**src/rtl/mdu_iterative_if.sv**
```systemverilog
// Request/response bundle between the execute stage and the mul/div unit.
// Master drives start/flush/op/a/b; slave returns busy/done/result.
interface mdu_iterative_if;
  logic        start;
  logic        flush;
  logic [2:0]  op;
  logic [31:0] a;
  logic [31:0] b;
  logic        busy;
  logic        done;
  logic [31:0] result;

  modport master (
    output start, flush, op, a, b,
    input  busy, done, result
  );

  modport slave (
    input  start, flush, op, a, b,
    output busy, done, result
  );
endinterface

```
**src/rtl/mdu_iterative.sv**
```systemverilog
// Iterative RV32M multiply/divide unit, fixed 33-cycle latency.
// Ports: clk, reset (async, active-low), bus (slave: start/flush/op/a/b in; busy/done/result out).
module mdu_iterative (
  input  logic           clk,
  input  logic           reset,
  mdu_iterative_if.slave bus
);

  typedef enum logic [1:0] {
    IDLE,
    RUN,
    FIN
  } state_t;

  state_t      state;
  state_t      state_nx;
  logic [4:0]  cnt;
  logic [2:0]  op_q;
  logic [31:0] opd;
  logic [63:0] acc;
  logic        neg_q;
  logic        neg_r;
  logic        done_q;
  logic [31:0] res_q;

  logic        go;
  logic        is_div;
  logic        sgn_a;
  logic        sgn_b;
  logic        neg_a;
  logic        neg_b;
  logic [31:0] mag_a;
  logic [31:0] mag_b;

  assign go     = (state == IDLE) & bus.start & ~bus.flush;
  assign is_div = bus.op[2];

  // div/rem are signed when op[0]=0; mulh/mulhsu sign a, only mulh signs b.
  assign sgn_a = is_div ? ~bus.op[0]
                        : (bus.op[1] ^ bus.op[0]);
  assign sgn_b = is_div ? ~bus.op[0]
                        : (bus.op[1:0] == 2'b01);
  assign neg_a = sgn_a & bus.a[31];
  assign neg_b = sgn_b & bus.b[31];
  assign mag_a = neg_a ? -bus.a : bus.a;
  assign mag_b = neg_b ? -bus.b : bus.b;

  // Multiply step: add multiplicand on low bit, shift right.
  logic [32:0] msum;
  logic [63:0] mul_nx;
  assign msum   = {1'b0, acc[63:32]}
                + (acc[0] ? {1'b0, opd} : 33'd0);
  assign mul_nx = {msum, acc[31:1]};

  // Restoring divide step: shift in next dividend bit, try subtract.
  logic [32:0] part;
  logic [32:0] diff;
  logic        ge;
  logic [31:0] rem_nx;
  logic [63:0] div_nx;
  assign part   = acc[63:31];
  assign diff   = part - {1'b0, opd};
  assign ge     = part >= {1'b0, opd};
  assign rem_nx = ge ? diff[31:0] : part[31:0];
  assign div_nx = {rem_nx, acc[30:0], ge};

  // Sign fix-up and result select.
  logic [63:0] prod;
  logic [31:0] quo;
  logic [31:0] rem;
  logic [31:0] fin_val;
  assign prod = neg_q ? -acc : acc;
  assign quo  = neg_q ? -acc[31:0] : acc[31:0];
  assign rem  = neg_r ? -acc[63:32] : acc[63:32];

  always_comb begin
    fin_val = rem;
    unique case (op_q)
      3'b000:                 fin_val = prod[31:0];
      3'b001, 3'b010, 3'b011: fin_val = prod[63:32];
      3'b100, 3'b101:         fin_val = quo;
      default:                fin_val = rem;
    endcase
  end

  always_ff @(posedge clk or negedge reset) begin
    if (!reset) begin
      state <= IDLE;
    end else begin
      state <= state_nx;
    end
  end

  always_comb begin
    state_nx = state;
    unique case (state)
      IDLE: if (go) state_nx = RUN;
      RUN: begin
        if (bus.flush)
          state_nx = IDLE;
        else if (cnt == 5'd31)
          state_nx = FIN;
      end
      FIN:     state_nx = IDLE;
      default: state_nx = IDLE;
    endcase
  end

  always_ff @(posedge clk or negedge reset) begin
    if (!reset) begin
      cnt    <= '0;
      op_q   <= '0;
      opd    <= '0;
      acc    <= '0;
      neg_q  <= 1'b0;
      neg_r  <= 1'b0;
      done_q <= 1'b0;
      res_q  <= '0;
    end else begin
      done_q <= 1'b0;
      if (go) begin
        cnt   <= '0;
        op_q  <= bus.op;
        opd   <= is_div ? mag_b : mag_a;
        acc   <= {32'd0, is_div ? mag_a : mag_b};
        // x/0 keeps an all-ones quotient, so no negation then.
        neg_q <= (neg_a ^ neg_b)
               & (~is_div | (|bus.b));
        neg_r <= neg_a;
      end else if (state == RUN && !bus.flush) begin
        cnt <= cnt + 5'd1;
        acc <= op_q[2] ? div_nx : mul_nx;
      end else if (state == FIN && !bus.flush) begin
        res_q  <= fin_val;
        done_q <= 1'b1;
      end
    end
  end

  assign bus.busy   = (state != IDLE);
  assign bus.done   = done_q;
  assign bus.result = res_q;

endmodule
```
**src/flat_wrapper.sv**
```systemverilog
// flat-port wrapper written by rule: the top's interface ports become plain ports
module mdu_iterative_flat 
  (clk, reset, bus_start, bus_flush, bus_op, bus_a, bus_b, bus_busy, bus_done, bus_result);
  mdu_iterative_if bus_i ();
  input  logic clk;
  input  logic reset;
  input wire logic [$bits(bus_i.start)-1:0] bus_start;
  input wire logic [$bits(bus_i.flush)-1:0] bus_flush;
  input wire logic [$bits(bus_i.op)-1:0] bus_op;
  input wire logic [$bits(bus_i.a)-1:0] bus_a;
  input wire logic [$bits(bus_i.b)-1:0] bus_b;
  output wire logic [$bits(bus_i.busy)-1:0] bus_busy;
  output wire logic [$bits(bus_i.done)-1:0] bus_done;
  output wire logic [$bits(bus_i.result)-1:0] bus_result;
  assign bus_i.start = bus_start;
  assign bus_i.flush = bus_flush;
  assign bus_i.op = bus_op;
  assign bus_i.a = bus_a;
  assign bus_i.b = bus_b;
  assign bus_busy = bus_i.busy;
  assign bus_done = bus_i.done;
  assign bus_result = bus_i.result;
  mdu_iterative u_core (.clk(clk), .reset(reset), .bus(bus_i));
endmodule
```
**config.mk**
```make
export PLATFORM = sky130hd
export DESIGN_NAME = mdu_iterative_flat
export DESIGN_NICKNAME = d
export VERILOG_FILES = /design/src/rtl/mdu_iterative_if.sv /design/src/rtl/mdu_iterative.sv /design/src/flat_wrapper.sv
export SDC_FILE = /design/constraint.sdc
export NUM_CORES = 1
export LEC_CHECK = 0
export BUFFER_PORTS_ARGS = -buffer_cell sky130_fd_sc_hd__buf_2
export CORE_MARGIN = 10
export CORE_UTILIZATION = 50
export CTS_CLUSTER_DIAMETER = 120
export DETAILED_ROUTE_END_ITERATION = 7
export GPL_ROUTABILITY_DRIVEN = 0
export HOLD_SLACK_MARGIN = 0.08
export PLACE_DENSITY = 0.68
export SYNTH_ARGS = -nofsm -noshare
export SYNTH_HDL_FRONTEND = slang
export SYNTH_SLANG_ARGS = --single-unit
export TNS_END_PERCENT = 30
```
**constraint.sdc**
```tcl
create_clock -name clk -period 5.35 [get_ports clk]
set_input_delay 0 -clock clk [delete_from_list [all_inputs] [get_ports clk]]
set_output_delay 0 -clock clk [all_outputs]
set_load 0.05 [all_outputs]
```
# ---- After elaboration in Yosys (flattened, before gate mapping)
# Index checks and enable logic that the tools add are counted.
dict set report op_classes {
  n_addsub 8
  magnitude_cmp 1
  eq_ne 11
  n_mux 24
  bitwise 13
  reduce_logical 12
}
# operator count
set op_table {}
lappend op_table {{$mux 32} 8}
lappend op_table {{$mux 64} 4}
lappend op_table {{$neg 32->32} 4}
lappend op_table {{$pmux 32 s3} 1}
lappend op_table {{$neg 64->64} 1}
lappend op_table {{$add 32x32->33} 1}
lappend op_table {{$ge 33x32->1} 1}
lappend op_table {{$reduce_or 32->1} 1}
lappend op_table {{$sub 32x32->32} 1}
lappend op_table {{$mux 5} 2}
lappend op_table {{$eq 3x2->1 const B} 2}
lappend op_table {{$eq 3x3->1 const B} 2}
lappend op_table {{$mux 2} 3}
lappend op_table {{$add 5x1->5 const B} 1}
lappend op_table {{$and 1x1->1} 5}
lappend op_table {{$eq 5x5->1 const B} 1}
lappend op_table {{$mux 1} 5}
lappend op_table {{$not 1->1} 5}
lappend op_table {{$eq 2x1->1 const B} 2}
lappend op_table {{$pmux 2 s2} 1}
lappend op_table {{$reduce_bool 2->1} 2}
lappend op_table {{$eq 3x1->1 const B} 1}
lappend op_table {{$logic_not 3->1} 1}
lappend op_table {{$ne 3x2->1 const B} 1}
lappend op_table {{11 further kinds} 13}
dict set report word_totals {
  regBits 141
  in_bits 71
  output_inout_bits 34
  wordCells 78
}

# ---- Longest topological paths before layout
# Gate-level depths: netlist of run 1.
dict set report logic_depth {
  ltp_word 6
  mapped_depth 14
  mapped_depth_nobuf 13
}

# ---- Worst setup path before layout of run 1
# No wires, ideal clock.
dict set report synth_path {
  kind {flip-flop to flip-flop}
  from {reg u_core.acc[0]}
  to {reg u_core.acc[60]}
  setup_time_ns 0.131
  arrival_time_ns 3.167
  required_ns 5.219
  slack_ns 2.052
  stages_incl_launch_ff 14
  path_buffers 1
  synth_period_minus_slack_ns 3.298
  cell_sequence {dfrtp_1 inv_1 clkbuf_1 nor2_1 ha_1 a21o_1 a2111oi_2 o21ai_0 a221o_1 a221oi_1 o21ai_0 xor2_1 a22oi_1 a22oi_1}
}
dict set report synth_via {
  elab_chain_len 5
}
# element line_no
set synth_lines {}
lappend synth_lines {{start, declared} mdu_iterative.sv:20} ;# logic [63:0] acc;
lappend synth_lines {{start signal, assigned} mdu_iterative.sv:125} ;# acc <= {32'd0, is_div ? mag_a : mag_b};
lappend synth_lines {{start signal, assigned} mdu_iterative.sv:132} ;# acc <= op_q[2] ? div_nx : mul_nx;
lappend synth_lines {{$mux 32} mdu_iterative.sv:52} ;# + (acc[0] ? {1'b0, opd} : 33'd0);
lappend synth_lines {{$add 32x32->33} mdu_iterative.sv:52}
lappend synth_lines {{$mux 64} mdu_iterative.sv:132}
lappend synth_lines {{$mux 64} mdu_iterative.sv:130} ;# end else if (state == RUN && !bus.flush) begin
lappend synth_lines {{$mux 64} mdu_iterative.sv:121} ;# if (go) begin
# Every way passes these cells. The select of a mux whose other input is x is not followed.
# A chain may end at the register's enable or synchronous reset.

# ---- Final worst setup path of run 1
dict set report layout_path {
  from {in bus_b[0]}
  to {reg u_core.opd[30]}
}
dict set report layout_via {
  elab_chain_len 3
}
# element line_no
set layout_lines {}
lappend layout_lines {{start, declared} flat_wrapper.sv:11} ;# input wire logic [$bits(bus_i.b)-1:0] bus_b;
lappend layout_lines {{$neg 32->32} mdu_iterative.sv:46} ;# assign mag_b = neg_b ? -bus.b : bus.b;
lappend layout_lines {{$mux 32} mdu_iterative.sv:46}
lappend layout_lines {{$mux 32} mdu_iterative.sv:124} ;# opd <= is_div ? mag_b : mag_a;
lappend layout_lines {{end signal, assigned} mdu_iterative.sv:124}
lappend layout_lines {{end, declared} mdu_iterative.sv:19} ;# logic [31:0] opd;
# Every way passes these cells.

==> results.yml, run 1 <==
die:
  die_x_um: 189
  ios: 105
  core_um2: 27900
  rows: 61
  die_h_um: 189
  die-area_um2: 35700
  start_util_pct: 51.0
clock_network:
  clock_latency_ns: 0.44
  post_cts_resized: 0
  htree_levels: 4
  root_buffer: "clkbuf_16"
  cts_setup_buffers: 0
  clk_pin_slew_ns: 0.07
  cts_tree: "yes"
  clock_path_buffers: 2
  numCtsBuffers: 17
  clock_sinks: 141
setup_path:
  crit_required_ns: 5.67
  rrSetupSlack_ns: 1.53
  crit_fanout: 6
  startpoint_type: "primary input"
  endpoint_kind: "register"
  crit_type: "primary input to register"
  arrival_ns: 4.15
sta:
  slew_violations: 0
  fin_crit_sh_pct: 71.6
  fin_skew_ns: 0.0186
  rsz0062_at_grt: "no"
  worst-slew-pin-transition_ns: 1.25
  fin_crit_ns: 3.83
  setup_tns_ns: 0
  fmax_mhz: 261
  fin_ws_ns: 1.52
  hold_viol_final: 0
  holdWs_ns: 0.0612
  max_slew_margin_pct: 16.5
  setup_viol: 0
yosys:
  synth_top_cells_by_count: "nand2_1 (222), o21ai_0 (189), a21oi_1 (167), nor2_1 (156), dfrtp_1 (141)"
  synth_mux_area_share_pct: 3.99
  synthSimpleGateAreaFrac_pct: 19.6
  synthCells: 1902
  seq_area_frac_synth_pct: 24.8
  ys.flop_type: "dfrtp_1"
  post-synth-top-count-cell: "nand2_1"
  syn_area_um2: 14300
  yosys_warnings: 0
  synth_fa_ha_area_share_pct: 6.51
  synth-compound-area-share_pct: 28.4
  syn_avg_cell_area_um2: 7.49
  synth_nets: 2046
  synth_area_leaders: "dfrtp_1 (25%), xnor2_1 (6.7%), o21ai_0 (6.6%)"
  ys_ff_latch: 141
  netlist.area_leader.share_pct: 24.8
  synthArstFlopShare_pct: 100
  synth-edff-count: 0
  synthXorXnorAreaFrac_pct: 11.4
  yosys.area.top_type: "dfrtp_1"
  synth_top_family_by_area: "compound AO/OA/AOI/OAI gates"
  synthDistinctLibCells: 77
detailed_routing:
  avgRoutedWirePerCell_um: 21.0
  routed_wl_um: 49900
  ant_nets: 0
  initialDrtViolationCount: 1720
  drcViolationCount: 0
  vias: 15058
  firstDrtPassIters: 6
  viasPerCell: 6.35
grt:
  grt_pass1_vias: 14068
  grt_start_max_net_pins: 102
  antenna_found_initial: 1
  groute.usage.overall_pct: 27.1
  grt_pass1_wl_um: 77900
  gr-total-overflow: 0
power_and_ir_drop:
  max-vdd-ir-drop_mv: 0.282
  leakagePower_nw: 6.84
  power_density_nw_per_um2: 489
placed_design:
  dpl.hpwl_um: 36500
  pre_cts_ws_ns: 1.58
  placed_area_um2: 14900
  port_buffers: 104
layout:
  nets: 2125
  num_antenna_cells: 0
  final_area_um2: 16200
  drive_above_1_share_pct: 9.48
  area_delta_synth_final_pct: 14.0
outcome:
  status: "complete, no violations"
flow_run:
  cap_violations: 0
min_path:
  hold_path_class: "primary input to register"
[final cells by class]
class / count / area [um2]
fill: 2639 / 11700
multi-input combinational: 1560 / 9990
sequential: 141 / 3530
timing repair buffer: 192 / 1370
tap: 378 / 473
clock buffer: 17 / 425
inverter: 69 / 259
clock inverter: 15 / 194
[critical path, cell delays in order]
cell and delay (ns):
dlygate4sd3_1 0.52, buf_2 0.16, inv_1 0.09, ha_1 0.20, or4b_2 0.64, nor4_1 0.40
nand2_1 0.25, nor3_1 0.45, nand2_1 0.18, o31ai_1 0.27, xor2_1 0.26, o221ai_1 0.13
dlygate4sd3_1 0.59
[metal layers]
| layer | routed length, um | GRT usage [%] |
|---|---|---|
| met5 | 46 | 0 |
| met4 | 1740 | 10.1 |
| met3 | 5080 | 6.74 |
| met2 | 21900 | 42.1 |
| met1 | 21100 | 35.5 |
[through the flow]
| stage | utilization, % | total power (W) | instances |
|---|---|---|---|
| global placement | 53.4 | 0.00632 | 2269 |
| detailed placement | 53.4 | 0.00639 | 2269 |
| floorplan | - | 0.00518 | 1902 |
| global route | 58.1 | 0.00843 | 2372 |
| finish | 58.1 | 0.00793 | 2372 |
| CTS | 58.1 | 0.00777 | 2372 |
[path summary, 6_finish.rpt]
| check | from | cells after the start | to |
|---|---|---|---|
| worst min-delay path | bus_a[20] | 4 | u_core.opd[20]$_DFFE_PN0P_ |
| min in group asynchronous | reset | 2 | u_core.bus.result[18]$_DFFE_PN0P_ |
| worst max-delay path | bus_b[0] | 13 | u_core.opd[30]$_DFFE_PN0P_ |
| max in group asynchronous | reset | 3 | u_core.neg_q$_DFFE_PN0P_ |
| worst max register to register | u_core.acc[0]$_DFFE_PN0N_ | 13 | u_core.acc[60]$_DFFE_PN0N_ |
| worst min register to register | u_core.bus.result[14]$_DFFE_PN0P_ | 2 | u_core.bus.result[14]$_DFFE_PN0P_ |
[what timing repair did]
item | in CTS | in global routing
hold buffers | 71 | 0
endpoints found under the hold margin | 141 | 0
setup endpoints to repair | 0 | 0
[cells in the final DEF (no fill, tap or decap), types with 8 or more instances in the layout]
cell             n
and3_1          12
dfrtp_1        139
and2_1           9
o211ai_1        63
nand4_1         15
nor2_1         154
o41ai_1         12
o21ai_1         13
nand2_1        222
xnor2_1        109
o22ai_1         13
clkbuf_16       17
a21oi_1        167
o221ai_1        21
a21o_1          29
a31oi_1         17
or4_1            8
mux2i_1         50
inv_1           69
nand2b_1        13
buf_2          103
o21bai_1        12
nor2b_1         10
nor4_1          19
a22oi_1         13
or3_1           21
o21a_1          11
o31ai_1         31
or2_2            8
buf_4           17
ha_1            71
dlygate4sd3_1   71
nor3_1          52
xor2_1          76
o21ai_0        188
nand3_1         29
[kinds of logic (layout without fill, tap and decap cells)]
group                      count (synthesis)  count (layout)
buffers and inverters                    201             293
adders and majority gates                 73              73
AOI/OAI and AO/OA                        647             647
muxes                                     56              56
and+or+nand+nor                          599             599
DFF                                      141             141
xor gates and xnor gates                 185             185
[report_power, final]
group / leakage, nW / switching (W) / total (W) / internal, W
combinational: 4.72 / 0.00283 / 0.00473 / 0.00190
sequential: 1.82 / 0.000616 / 0.00192 / 0.00130
clock: 0.297 / 0.000580 / 0.00129 / 0.000713
[registers in the layout, indices dropped and copies added, names as in the netlist]
name and cells:
u_core.opd 32, u_core.neg_q 1, u_core.state 2, u_core.acc 64
u_core.cnt 5, u_core.bus.result 32, u_core.op_q 3, u_core.bus.done 1
u_core.neg_r 1
No activity file was read; power rests on OpenSTA's default activity.
==> run 2, diff against run 1 <==
Settings changed: PLACE_DENSITY 0.68 to 0.71.
Clock period 5.35 ns to 3.1 ns, I/O delays scaled along.
==> run 2 against run 1 <==
Compared with the run above:
- the run now ends with design-rule violations, negative setup slack left
- clock power increased by 64%
- combinational power increased by 140%
- register-to-register slack got worse by 1.6 ns
- clock-buffer cell count unchanged
- design area increased by 14%
- hold slack improved by 0.027 ns
- critical path type is now register to register
- critical endpoint is now u_core.acc[62]$_DFFE_PN0N_
==> results.yml, run 2 (synthesized netlist as in run 1, its figures left out) <==
die:
  ios: 105
  core_um2: 27900
  die_x_um: 189
  die-area_um2: 35700
  start_util_pct: 51.0
  rows: 61
  die_h_um: 189
layout:
  nets: 2322
  layout_commonest_cell: "nand2_1"
  mostFrequentLayoutCells: "nand2_1 (218), buf_4 (213), o21ai_0 (164)"
  drive_above_1_share_pct: 23.3
  final_core_util_pct: 66.1
  num_antenna_cells: 0
  fillers: 2280
  largest-register: "u_core.acc"
  largest_register_ffs: 64
  area_delta_synth_final_pct: 29.5
detailed_routing:
  viasPerCell: 6.35
  vias: 16324
  drcViolationCount: 1
  routed_wl_um: 55400
  wl_met2_um: 24200
  routed-wl-met3_um: 6370
  wl_met1_um: 21500
  ant_nets: 0
  firstDrtPassIters: 8
  avgRoutedWirePerCell_um: 21.6
  routed.top_layer: "met4"
  initialDrtViolationCount: 2235
placed_design:
  dpl.hpwl_um: 40500
  pre_cts_ws_ns: -0.166
  port_buffers: 104
power_and_ir_drop:
  power_density_nw_per_um2: 884
  max-vdd-ir-drop_mv: 0.520
  leakagePower_nw: 7.91
sta:
  worst-slew-pin-transition_ns: 1.07
  fin_crit_sh_pct: 103
  fmax_mhz: 312
  rsz0062_at_grt: "yes"
  fin_skew_ns: 0.0164
  fin_crit_ns: 3.21
  hold_viol_final: 0
  slew_violations: 0
  max_slew_margin_pct: 28.4
  fin_ws_ns: -0.108
  setup_viol: 11
grt:
  antenna_found_initial: 0
  grt_pass1_wl_um: 84300
  groute.usage.overall_pct: 29.2
  gr-total-overflow: 0
  grt_start_max_net_pins: 97
  grt_pass1_vias: 15629
clock_network:
  clk_pin_slew_ns: 0.07
  htree_levels: 4
  clock_sinks: 141
  clock_path_buffers: 2
  root_buffer: "clkbuf_16"
  clock_latency_ns: 0.45
  cts_tree: "yes"
  numCtsBuffers: 17
setup_path:
  arrival_ns: 3.51
  startpoint_type: "register"
  endpoint_kind: "register"
  crit_required_ns: 3.40
  crit_fanout: 7
  crit_type: "register to register"
flow_run:
  cap_violations: 0
outcome:
  status: "finished, violations left"
  violations: "design-rule violations, negative setup slack"
min_path:
  hold_path_class: "primary input to register"
[run 2: area by class of cell]
type	count	area [um2]	share of cell area, %
multi-input combinational	1560	10700	57.9
sequential	141	3530	19.1
timing repair buffer	389	2910	15.7
tap	378	473	2.56
clock buffer	17	425	2.30
inverter	69	262	1.42
clock inverter	15	169	0.915
[run 2: stage by stage]
stage,instance area [um2],power [W],hold slack [ns],cells,setup TNS (ns)
after floorplan,14300,0.00895,-0.296,1902,0
after global placement,16300,0.0125,0.0446,2452,-0.322
after detailed placement,16300,0.0127,0.0547,2452,-0.990
after CTS,17600,0.0150,0.0821,2541,-0.0381
after global routing,18500,0.0172,0.124,2569,-2.87
final,18500,0.0163,0.0886,2569,-0.538
[run 2: report_power, final]
| group | internal, W | total [W] | leakage [nW] | switching [W] |
|---|---|---|---|---|
| logic | 0.00498 | 0.0114 | 5.82 | 0.00645 |
| registers | 0.00226 | 0.00277 | 1.81 | 0.000511 |
| clock network | 0.00108 | 0.00212 | 0.284 | 0.00104 |
| total | 0.00832 | 0.0163 | 7.91 | 0.00800 |
[run 2: final timing paths]
| check | start | to | slack [ns] | depth (start not counted) |
|---|---|---|---|---|
| worst max-delay path | u_core.acc[0]$_DFFE_PN0N_ | u_core.acc[62]$_DFFE_PN0N_ | -0.11 | 14 |
| worst min-delay path | bus_a[13] | u_core.opd[13]$_DFFE_PN0P_ | 0.09 | 4 |
| worst max register to register | u_core.acc[0]$_DFFE_PN0N_ | u_core.acc[62]$_DFFE_PN0N_ | -0.11 | 14 |
| worst min register to register | u_core.bus.result[0]$_DFFE_PN0P_ | u_core.bus.result[0]$_DFFE_PN0P_ | 0.48 | 2 |
| max in group asynchronous | reset | u_core.acc[49]$_DFFE_PN0N_ | 2.22 | 3 |
| min in group asynchronous | reset | u_core.bus.result[12]$_DFFE_PN0P_ | 0.13 | 2 |
[run 2: worst max-delay path, stage by stage, from the launching register on]
cell and delay (ns):
dfrtp_1 0.43, inv_2 0.16, buf_12 0.16, buf_8 0.13, nor2_2 0.06, ha_4 0.29, and4_1 0.19, o21ai_2 0.06
o21ba_4 0.24, o41a_1 0.48, a21oi_2 0.24, a311oi_2 0.16, xnor2_1 0.16, a22oi_1 0.18, nand3_1 0.11
[run 2: what timing repair did]
item                                   in CTS  in global routing
endpoints found under the hold margin     111                  0
pin swaps                                  10                 59
setup buffers                               1                 28
setup endpoints to repair                  13                 52
hold buffers                               56                  0
gates cloned                                0                  0
gates resized for setup                    20                155
[run 2: metal layers]
metal  global-route usage (%)  up-vias
li1                         -     7446
met1                     36.7     7561
met2                     45.1     1095
met3                     7.57      222
met4                     15.4        0
met5                        0        -
